[config.mk]
export PLATFORM = sky130hd
export DESIGN_NAME = game_sequencer
export DESIGN_NICKNAME = d
export VERILOG_FILES = /design/src/rtl/game_sequencer.sv
export SDC_FILE = /design/constraint.sdc
export NUM_CORES = 1
export LEC_CHECK = 0
export BUFFER_PORTS_ARGS = -buffer_cell sky130_fd_sc_hd__buf_4
export CAP_MARGIN = 20
export CORE_UTILIZATION = 40
export CTS_CLUSTER_DIAMETER = 100
export DETAILED_ROUTE_END_ITERATION = 7
export HOLD_SLACK_MARGIN = 0.06
export PLACE_DENSITY = 0.68
export SLEW_MARGIN = 20
export SYNTH_ARGS = -nofsm -noshare
export SYNTH_HDL_FRONTEND = slang
export SYNTH_SLANG_ARGS = --single-unit
export TNS_END_PERCENT = 20
[constraint.sdc]
create_clock -name clk -period 3.8 [get_ports clk]
set_input_delay 1.14 -clock clk [delete_from_list [all_inputs] [get_ports clk]]
set_output_delay 1.14 -clock clk [all_outputs]
set_load 0.02 [all_outputs]
[src/rtl/game_sequencer.sv]
// 2048 game flow controller: welcome, tile spawn, move handshake, board check, game over.
// Define GAME_WIN_DETECT_EN to add the WIN state reached when a 2048 tile (value 11) appears.
module game_sequencer #(
  parameter int SPAWN_TRIES      = 32,
  parameter int MOVE_TIMEOUT     = 255,
  parameter int OVER_HOLD_FRAMES = 60
) (
  input  logic        clk,
  input  logic        rst,
  input  logic        vsync_rising_edge,
  input  logic [3:0]  lfsr_out,
  input  logic        rand_four,
  input  logic        btn_valid,
  input  logic [1:0]  btn_dir,
  input  logic [63:0] welcome_grid,
  output logic        mv_start,
  output logic [1:0]  mv_dir,
  input  logic        mv_done,
  input  logic [63:0] mv_result,
  output logic [63:0] grid,
  output logic [2:0]  state,
  output logic        game_over,
  output logic        win
);

  // state     | meaning
  // WELCOME   | show welcome animation, wait for a press
  // SPAWN     | place spawn_left new tiles
  // IDLE      | wait for a direction press
  // MOVE_WAIT | move engine busy, wait for mv_done or timeout
  // CHECK     | evaluate board for win / no-moves-left
  // GAMEOVER  | hold for a number of frames, then a press restarts
  // WIN       | as GAMEOVER, only with the win feature
  typedef enum logic [2:0] {
    S_WELCOME   = 3'd0,
    S_SPAWN     = 3'd1,
    S_IDLE      = 3'd2,
    S_MOVE_WAIT = 3'd3,
    S_CHECK     = 3'd4,
    S_GAMEOVER  = 3'd5
`ifdef GAME_WIN_DETECT_EN
    , S_WIN     = 3'd6
`endif
  } state_t;

  localparam int TW = $clog2(SPAWN_TRIES + 1);
  localparam int MW = $clog2(MOVE_TIMEOUT + 1);
  localparam int FW = $clog2(OVER_HOLD_FRAMES + 1);
  localparam logic [TW-1:0] TRIES_MAX  = TW'(SPAWN_TRIES);
  localparam logic [MW-1:0] MOVE_MAX   = MW'(MOVE_TIMEOUT);
  localparam logic [FW-1:0] FRAMES_MAX = FW'(OVER_HOLD_FRAMES);

  state_t        st, st_next;
  logic [63:0]   grid_r, grid_next;
  logic [1:0]    spawn_left, spawn_left_next;
  logic [TW-1:0] try_cnt, try_next;
  logic [MW-1:0] move_cnt, move_next;
  logic [FW-1:0] frame_cnt, frame_next;
  logic          mv_start_r, mv_start_next;
  logic [1:0]    mv_dir_r, mv_dir_next;

  logic          any_empty, any_pair, any_win;
  logic [3:0]    low_idx, write_idx;
  logic          write_en;
  logic [3:0]    probe, spawn_val;

  assign probe     = grid_r[{lfsr_out, 2'b00} +: 4];
  assign spawn_val = rand_four ? 4'd2 : 4'd1;

  // Board scan: lowest empty cell, adjacent equal pairs (rows never wrap), 2048 tile
  always_comb begin
    any_empty = 1'b0;
    low_idx   = 4'd0;
    any_pair  = 1'b0;
    any_win   = 1'b0;
    for (int i = 15; i >= 0; i--) begin
      if (grid_r[4*i +: 4] == 4'd0) begin
        any_empty = 1'b1;
        low_idx   = 4'(i);
      end
      if (grid_r[4*i +: 4] == 4'd11) any_win = 1'b1;
    end
    for (int r = 0; r < 4; r++) begin
      for (int c = 0; c < 3; c++) begin
        if (grid_r[16*r+4*c +: 4] != 4'd0 &&
            grid_r[16*r+4*c +: 4] == grid_r[16*r+4*c+4 +: 4]) any_pair = 1'b1;
      end
    end
    for (int i = 0; i < 12; i++) begin
      if (grid_r[4*i +: 4] != 4'd0 && grid_r[4*i +: 4] == grid_r[4*i+16 +: 4]) any_pair = 1'b1;
    end
  end

  always_ff @(posedge clk) begin
    if (rst) begin
      st         <= S_WELCOME;
      grid_r     <= '0;
      spawn_left <= '0;
      try_cnt    <= '0;
      move_cnt   <= '0;
      frame_cnt  <= '0;
      mv_start_r <= 1'b0;
      mv_dir_r   <= 2'd0;
    end else begin
      st         <= st_next;
      grid_r     <= grid_next;
      spawn_left <= spawn_left_next;
      try_cnt    <= try_next;
      move_cnt   <= move_next;
      frame_cnt  <= frame_next;
      mv_start_r <= mv_start_next;
      mv_dir_r   <= mv_dir_next;
    end
  end

  always_comb begin
    st_next         = st;
    grid_next       = grid_r;
    spawn_left_next = spawn_left;
    try_next        = try_cnt;
    move_next       = '0;
    frame_next      = '0;
    mv_start_next   = 1'b0;
    mv_dir_next     = mv_dir_r;
    write_en        = 1'b0;
    write_idx       = lfsr_out;
    case (st)
      S_WELCOME: begin
        grid_next = welcome_grid;
        if (btn_valid) begin
          grid_next       = '0;
          spawn_left_next = 2'd2;
          try_next        = '0;
          st_next         = S_SPAWN;
        end
      end
      S_SPAWN: begin
        if (!any_empty) begin
          st_next = S_GAMEOVER;
        end else if (spawn_left == 2'd0) begin
          st_next = S_CHECK;
        end else if (try_cnt >= TRIES_MAX) begin
          write_en  = 1'b1;
          write_idx = low_idx;
        end else if (probe == 4'd0) begin
          write_en = 1'b1;
        end else begin
          try_next = try_cnt + TW'(1);
        end
        if (write_en) begin
          grid_next[{write_idx, 2'b00} +: 4] = spawn_val;
          spawn_left_next = spawn_left - 2'd1;
          try_next        = '0;
          if (spawn_left == 2'd1) st_next = S_CHECK;
        end
      end
      S_IDLE: begin
        if (btn_valid) begin
          mv_dir_next   = btn_dir;
          mv_start_next = 1'b1;
          st_next       = S_MOVE_WAIT;
        end
      end
      S_MOVE_WAIT: begin
        if (mv_done) begin
          if (mv_result != grid_r) begin
            grid_next       = mv_result;
            spawn_left_next = 2'd1;
            try_next        = '0;
            st_next         = S_SPAWN;
          end else begin
            st_next = S_IDLE;
          end
        end else if (move_cnt >= MOVE_MAX) begin
          st_next = S_IDLE;
        end else begin
          move_next = move_cnt + MW'(1);
        end
      end
      S_CHECK: begin
        if (!any_empty && !any_pair) st_next = S_GAMEOVER;
        else                         st_next = S_IDLE;
`ifdef GAME_WIN_DETECT_EN
        if (any_win) st_next = S_WIN;
`endif
      end
`ifdef GAME_WIN_DETECT_EN
      S_GAMEOVER, S_WIN: begin
`else
      S_GAMEOVER: begin
`endif
        frame_next = frame_cnt;
        if (vsync_rising_edge && frame_cnt < FRAMES_MAX) frame_next = frame_cnt + FW'(1);
        if (btn_valid && frame_cnt >= FRAMES_MAX) begin
          frame_next = '0;
          st_next    = S_WELCOME;
        end
      end
      default: st_next = S_WELCOME;
    endcase
  end

  always_comb begin
    grid      = grid_r;
    state     = st;
    mv_start  = mv_start_r;
    mv_dir    = mv_dir_r;
    game_over = (st == S_GAMEOVER);
`ifdef GAME_WIN_DETECT_EN
    win       = (st == S_WIN);
`else
    win       = 1'b0 & any_win;
`endif
  end

endmodule

## Word level (Yosys, flattened, before mapping)

Cells that the tools add are included.

- Bits in registers: 92
- Bits of input ports: 140
- Word-level logic and storage cells: 236

- Add/sub/neg operators: 5
- $lt $le $gt $ge: 4
- Equality and inequality tests: 42
- Shifts and indexed selects: 3
- Multiplexer cells: 99
- Bitwise gates (word level): 3
- Reductions and logical operators: 72

Operators by type and width:

| kind | number |
|---|---|
| $mux W64 | 4 |
| $pmux W64 S3 | 1 |
| $eq A4 B4 Y1 | 24 |
| $mux W4 | 20 |
| $logic_not A4 Y1 | 17 |
| $bwmux W64 | 1 |
| $ne A64 B64 Y1 | 1 |
| $shift A4 B8 Y64 const A | 1 |
| $shiftx A4 B8 Y64 | 1 |
| $shiftx A64 B7 Y4 | 1 |
| $reduce_bool A4 Y1 | 15 |
| $mux W6 | 8 |
| $mux W1 | 46 |
| $mux W3 | 10 |
| $logic_and A1 B1 Y1 | 27 |
| $pmux W3 S6 | 1 |
| $pmux W6 S3 | 1 |
| $ne A3 B3 Y1 const B | 5 |
| $add A6 B1 Y6 const B | 2 |
| $ge A6 B6 Y1 const B | 2 |
| $mux W2 | 6 |
| $ne A2 B2 Y1 const B | 5 |
| $add A8 B1 Y8 const B | 1 |
| $ge A8 B8 Y1 const B | 1 |
| other kinds (21) | 27 |

## Depth between registers and ports, before layout

- Depth in word-level cells: 30
- Mapped depth: 15

## Least setup slack after synthesis

No wires, ideal clock.

- Kind: register -> register
- Start point: reg grid_r[45], in the netlist grid[45]
- End point: reg grid_r[32], in the netlist grid[32]
- Arrival: 3.512 ns
- Setup slack: 0.202 ns
- Cell stages (with the launch flop): 15
- Path through: dfxtp_1 buf_4 or4_4 a211oi_1 o31ai_1 a31oi_1 mux2i_1 buf_4 ha_1 clkbuf_1 or2_2 nand2_1 or3b_4 a211o_1 a211oi_1

- Word-level cells in the longest chain between the ends: 22
- Elaborated cells on any way between the ends: 46
- Those cells by class: add/sub: 1; eq/ne: 3; shift: 3; mux: 36; reduce/logical: 3

Ends and longest elaborated chain:

| what | RTL line | text |
|---|---|---|
| start, declared | 54 | `logic [63:0] grid_r, grid_next;` |
| start signal, assigned | 106 | `grid_r <= grid_next;` |
| $logic_not A4 Y1 | 77 | `if (grid_r[4*i +: 4] == 4'd0) begin` |
| $mux W4 (12 in a row) | 77 |  |
| $mux W4 | 142 | `end else if (try_cnt >= TRIES_MAX) begin` |
| $mux W4 | 140 | `end else if (spawn_left == 2'd0) begin` |
| $mux W4 | 138 | `if (!any_empty) begin` |
| $mux W4 | 127 | `case (st)` |
| $neg A6 Y8 | 151 | `grid_next[{write_idx, 2'b00} +: 4] = spawn_val;` |
| $shiftx A4 B8 Y64 / $shift A4 B8 Y64 (equally long branches) | 151 |  |
| $bwmux W64 | 151 |  |
| $mux W64 | 150 | `if (write_en) begin` |
| $pmux W64 S3 | 127 |  |

Parallel ways exist; a longest one is shown, timed or not. The select of a mux whose other input is x is not followed.
A chain may end at the register's enable or synchronous reset.

## Final worst setup path

- Start point: in mv_result[56]
- End point: reg grid_r[4], in the netlist grid[4]

- Word-level cells in the longest chain between the ends: 3

Ends and longest elaborated chain:

| what | RTL line | text |
|---|---|---|
| start, declared | 19 | `input logic [63:0] mv_result,` |
| $ne A64 B64 Y1 | 166 | `if (mv_result != grid_r) begin` |
| $ne A2 B2 Y1 (no source line) | - |  |
| $reduce_and A4 Y1 (no source line) | - |  |

No other way between the ends.

==> out/metrics.cfg <==
[floorplanning]
die_area_um2 = 22310
core_um2 = 21150
pin_count = 212
die_y_um = 149.4
rows = 53
fp.dieW_um = 149.4
start_util_pct = 41.06

[detailed_routing]
wl_per_cell_um = 24.10
finalWirelength_um = 40470
first_iter_violations = 1050
first_pass_iters = 6
vias = 10272
drtAntennaViolNets = 0
drc = 0
via_per_inst = 6.118

[place]
gp_congestion = 1.056
placedInstanceArea_um2 = 11390
dp_cells = 1661
numPortBuffers = 210
dp_hpwl_um = 32300

[logic_synthesis]
synth_edf_count = 0
synth_nets = 1280
synth_area_per_cell_um2 = 7.687
synth_area_um2 = 8686
ys.flop_type = dfxtp_1
synth_most_common_cell = xnor2_1
yosysWarningCount = 0
synthArstFlopShare_pct = 0
ys_seq_area_share_pct = 21.20
synthTopCellsByArea = dfxtp_1, xnor2_1, a21oi_1
ys_types = 79
synth_top_area_share_pct = 21.20
synth-compound-area-share_pct = 23.44
synth_seq_cells = 92
netlist.top_cell.by_area = dfxtp_1
synthXorXnorAreaFrac_pct = 18.05
netlist_instances = 1130
yosys.area_share.simple_pct = 25.89
synthAdderAreaFrac_pct = 1.441
synth_top_family_by_area = simple AND/OR/NAND/NOR gates
muxShareOfSynthArea_pct = 2.103
synthTopCellsByCount = xnor2_1, dfxtp_1, nor2_1

[job]
maxCapViolCount = 0

[clock_tree]
cts_hold_buffers = 0
root_buffer = clkbuf_16
cts_tree = done
insertion_delay_ps = 360
clkSinkCount = 92
clock_path_buffers = 2
cts.clk_slew.worst_paths_ps = 70
cts_max_level = 3
numCtsBuffers = 9

[critical_path]
crit_arrival_ps = 3990
cp_max_fo = 21
crit_path_start_kind = primary input
crit_type = primary input to flip-flop
end_kind = flip-flop
required_ps = 4030

[power_and_ir_drop]
leakage_nw = 4.573
irDropWorstVdd_uv = 254.0
p_per_area_nw_per_um2 = 455.8

[cells_and_area]
drive_gt1_share_pct = 32.79
final_area_um2 = 11720
fillers = 2019
fin_cells = 1679
syn2layout_area_growth_pct = 34.90
post-route-util_pct = 55.39
final_nets = 1548

[sta]
timing.fmax_mhz = 266.0
worstMarginPinSlew_ps = 719.1
drv_slew = 0
skew_ps = 9.642
hold_violations = 0
setup_viol = 0
totalNegativeSetupSlack_ps = 0
fin_crit_sh_pct = 98.93
relSlewSlack_pct = 51.96
rsz0062_at_grt = false
min_period_ps = 3759

[global_routing]
overflow = 0
grtUsageTotal_pct = 36.13
antenna_found_initial = 0
grt_max_degree = 54
gr-usage-met1_pct = 48.20
grt_pass1_vias = 9620
grt_pass1_wl_um = 59940
met3_usage_pct = 7.982
busiest_layer = met2
met2_usage_pct = 54.19

[outcome]
outcome = completed

[min_path]
hold_class = flip-flop to flip-flop

==> layout make-up <==
cell class | instances | area, um^2 | share of cell area (%)
clock buffers | 10 | 229.0 | 1.954
multi-input cells | 889 | 6218 | 53.07
inverters | 20 | 75.07 | 0.6407
repair buffers | 386 | 2948 | 25.16
diodes | 1 | 2.502 | 0.02136
well taps | 275 | 344.1 | 2.936
clock inverters | 6 | 58.81 | 0.5019
flip-flops and latches | 92 | 1842 | 15.72
==> worst max-delay path: stages <==
cell      delay [ps]
buf_4            120
xnor2_1          400
nand4_1          280
nor4_2           480
nand4_1          270
nand4_1          260
a221oi_4         130
buf_12           210
and3_1           170
a21oi_1          360
o32ai_1          160
==> cell usage in the layout (no fill, tap or decap), drive strengths merged, types with 6 or more instances in the layout <==
master,synthesis,layout
a21oi,80,80
ha,10,10
o21a,13,13
nand2,70,70
a21boi,11,11
buf,71,386
nor4,31,31
dfxtp,92,92
o21ai,43,43
a21o,9,9
or4,8,8
a221oi,8,8
mux2i,7,7
a211oi,19,19
nand2b,7,7
nor2,83,83
nand3,37,37
a31oi,42,42
a31o,8,8
nor3,40,40
clkbuf,58,10
o211ai,6,6
xnor2,162,162
o221ai,8,8
nand4,51,51
or3,14,14
and3,16,16
nor2b,7,7
inv,19,22
o22ai,15,15
xor2,17,17
==> flip-flops by register name, indices dropped and copies added (netlist names) <==
name	flops
mv_start	1
frame_cnt	6
move_cnt	8
grid	64
spawn_left	2
try_cnt	6
mv_dir	2
state	3
==> path summary, 6_finish.rpt <==
kind / end / start / slack, ps / cells past startpoint
max reg2reg: grid[46] / grid[43] / 70 / 13
max: grid[4] / mv_result[56] / 40 / 11
min: move_cnt[0] / move_cnt[0] / 470 / 1
min reg2reg: move_cnt[0] / move_cnt[0] / 470 / 1
==> per-layer routing <==
metal	part of all wire [%]	wire [um]	up-vias
met5	0	0	-
met4	5.4	2175	0
met3	11	4252	129
met2	43	17440	653
met1	41	16600	4846
li1	-	-	4644
==> what timing repair did <==
item                                   CTS  global route
buffers inserted                         0             1
resized for setup                        0             5
endpoints found under the hold margin    0             0
setup endpoints to repair                0            14
==> kinds of logic (layout without fill, tap and decap cells) <==
group                    Yosys count  count (layout)
XOR/XNOR                         179             179
buffers and inverters            149             422
other                              1               2
AND/OR/NAND/NOR                  383             383
AO/OA/AOI/OAI                    304             304
adder cells (fa/ha/maj)           10              10
flip-flops                        92              92
multiplexers                      12              12
==> through the flow <==
stage	setup WS, ps	hold slack (ps)	power [mW]
after floorplan	202.3	429.9	3.069
after global placement	-349.7	443.6	4.324
after detailed placement	-334.1	462.1	4.344
after CTS	29.94	479.6	5.246
after global routing	14.55	499.9	5.548
final	40.63	471.6	5.340
==> power breakdown <==
part | switching [mW] | internal, mW | leakage [nW]
registers | 0.162 | 1.08 | 0.754
logic | 1.80 | 1.38 | 3.68
clock network | 0.455 | 0.458 | 0.136
No activity file was read; power rests on OpenSTA's default activity.
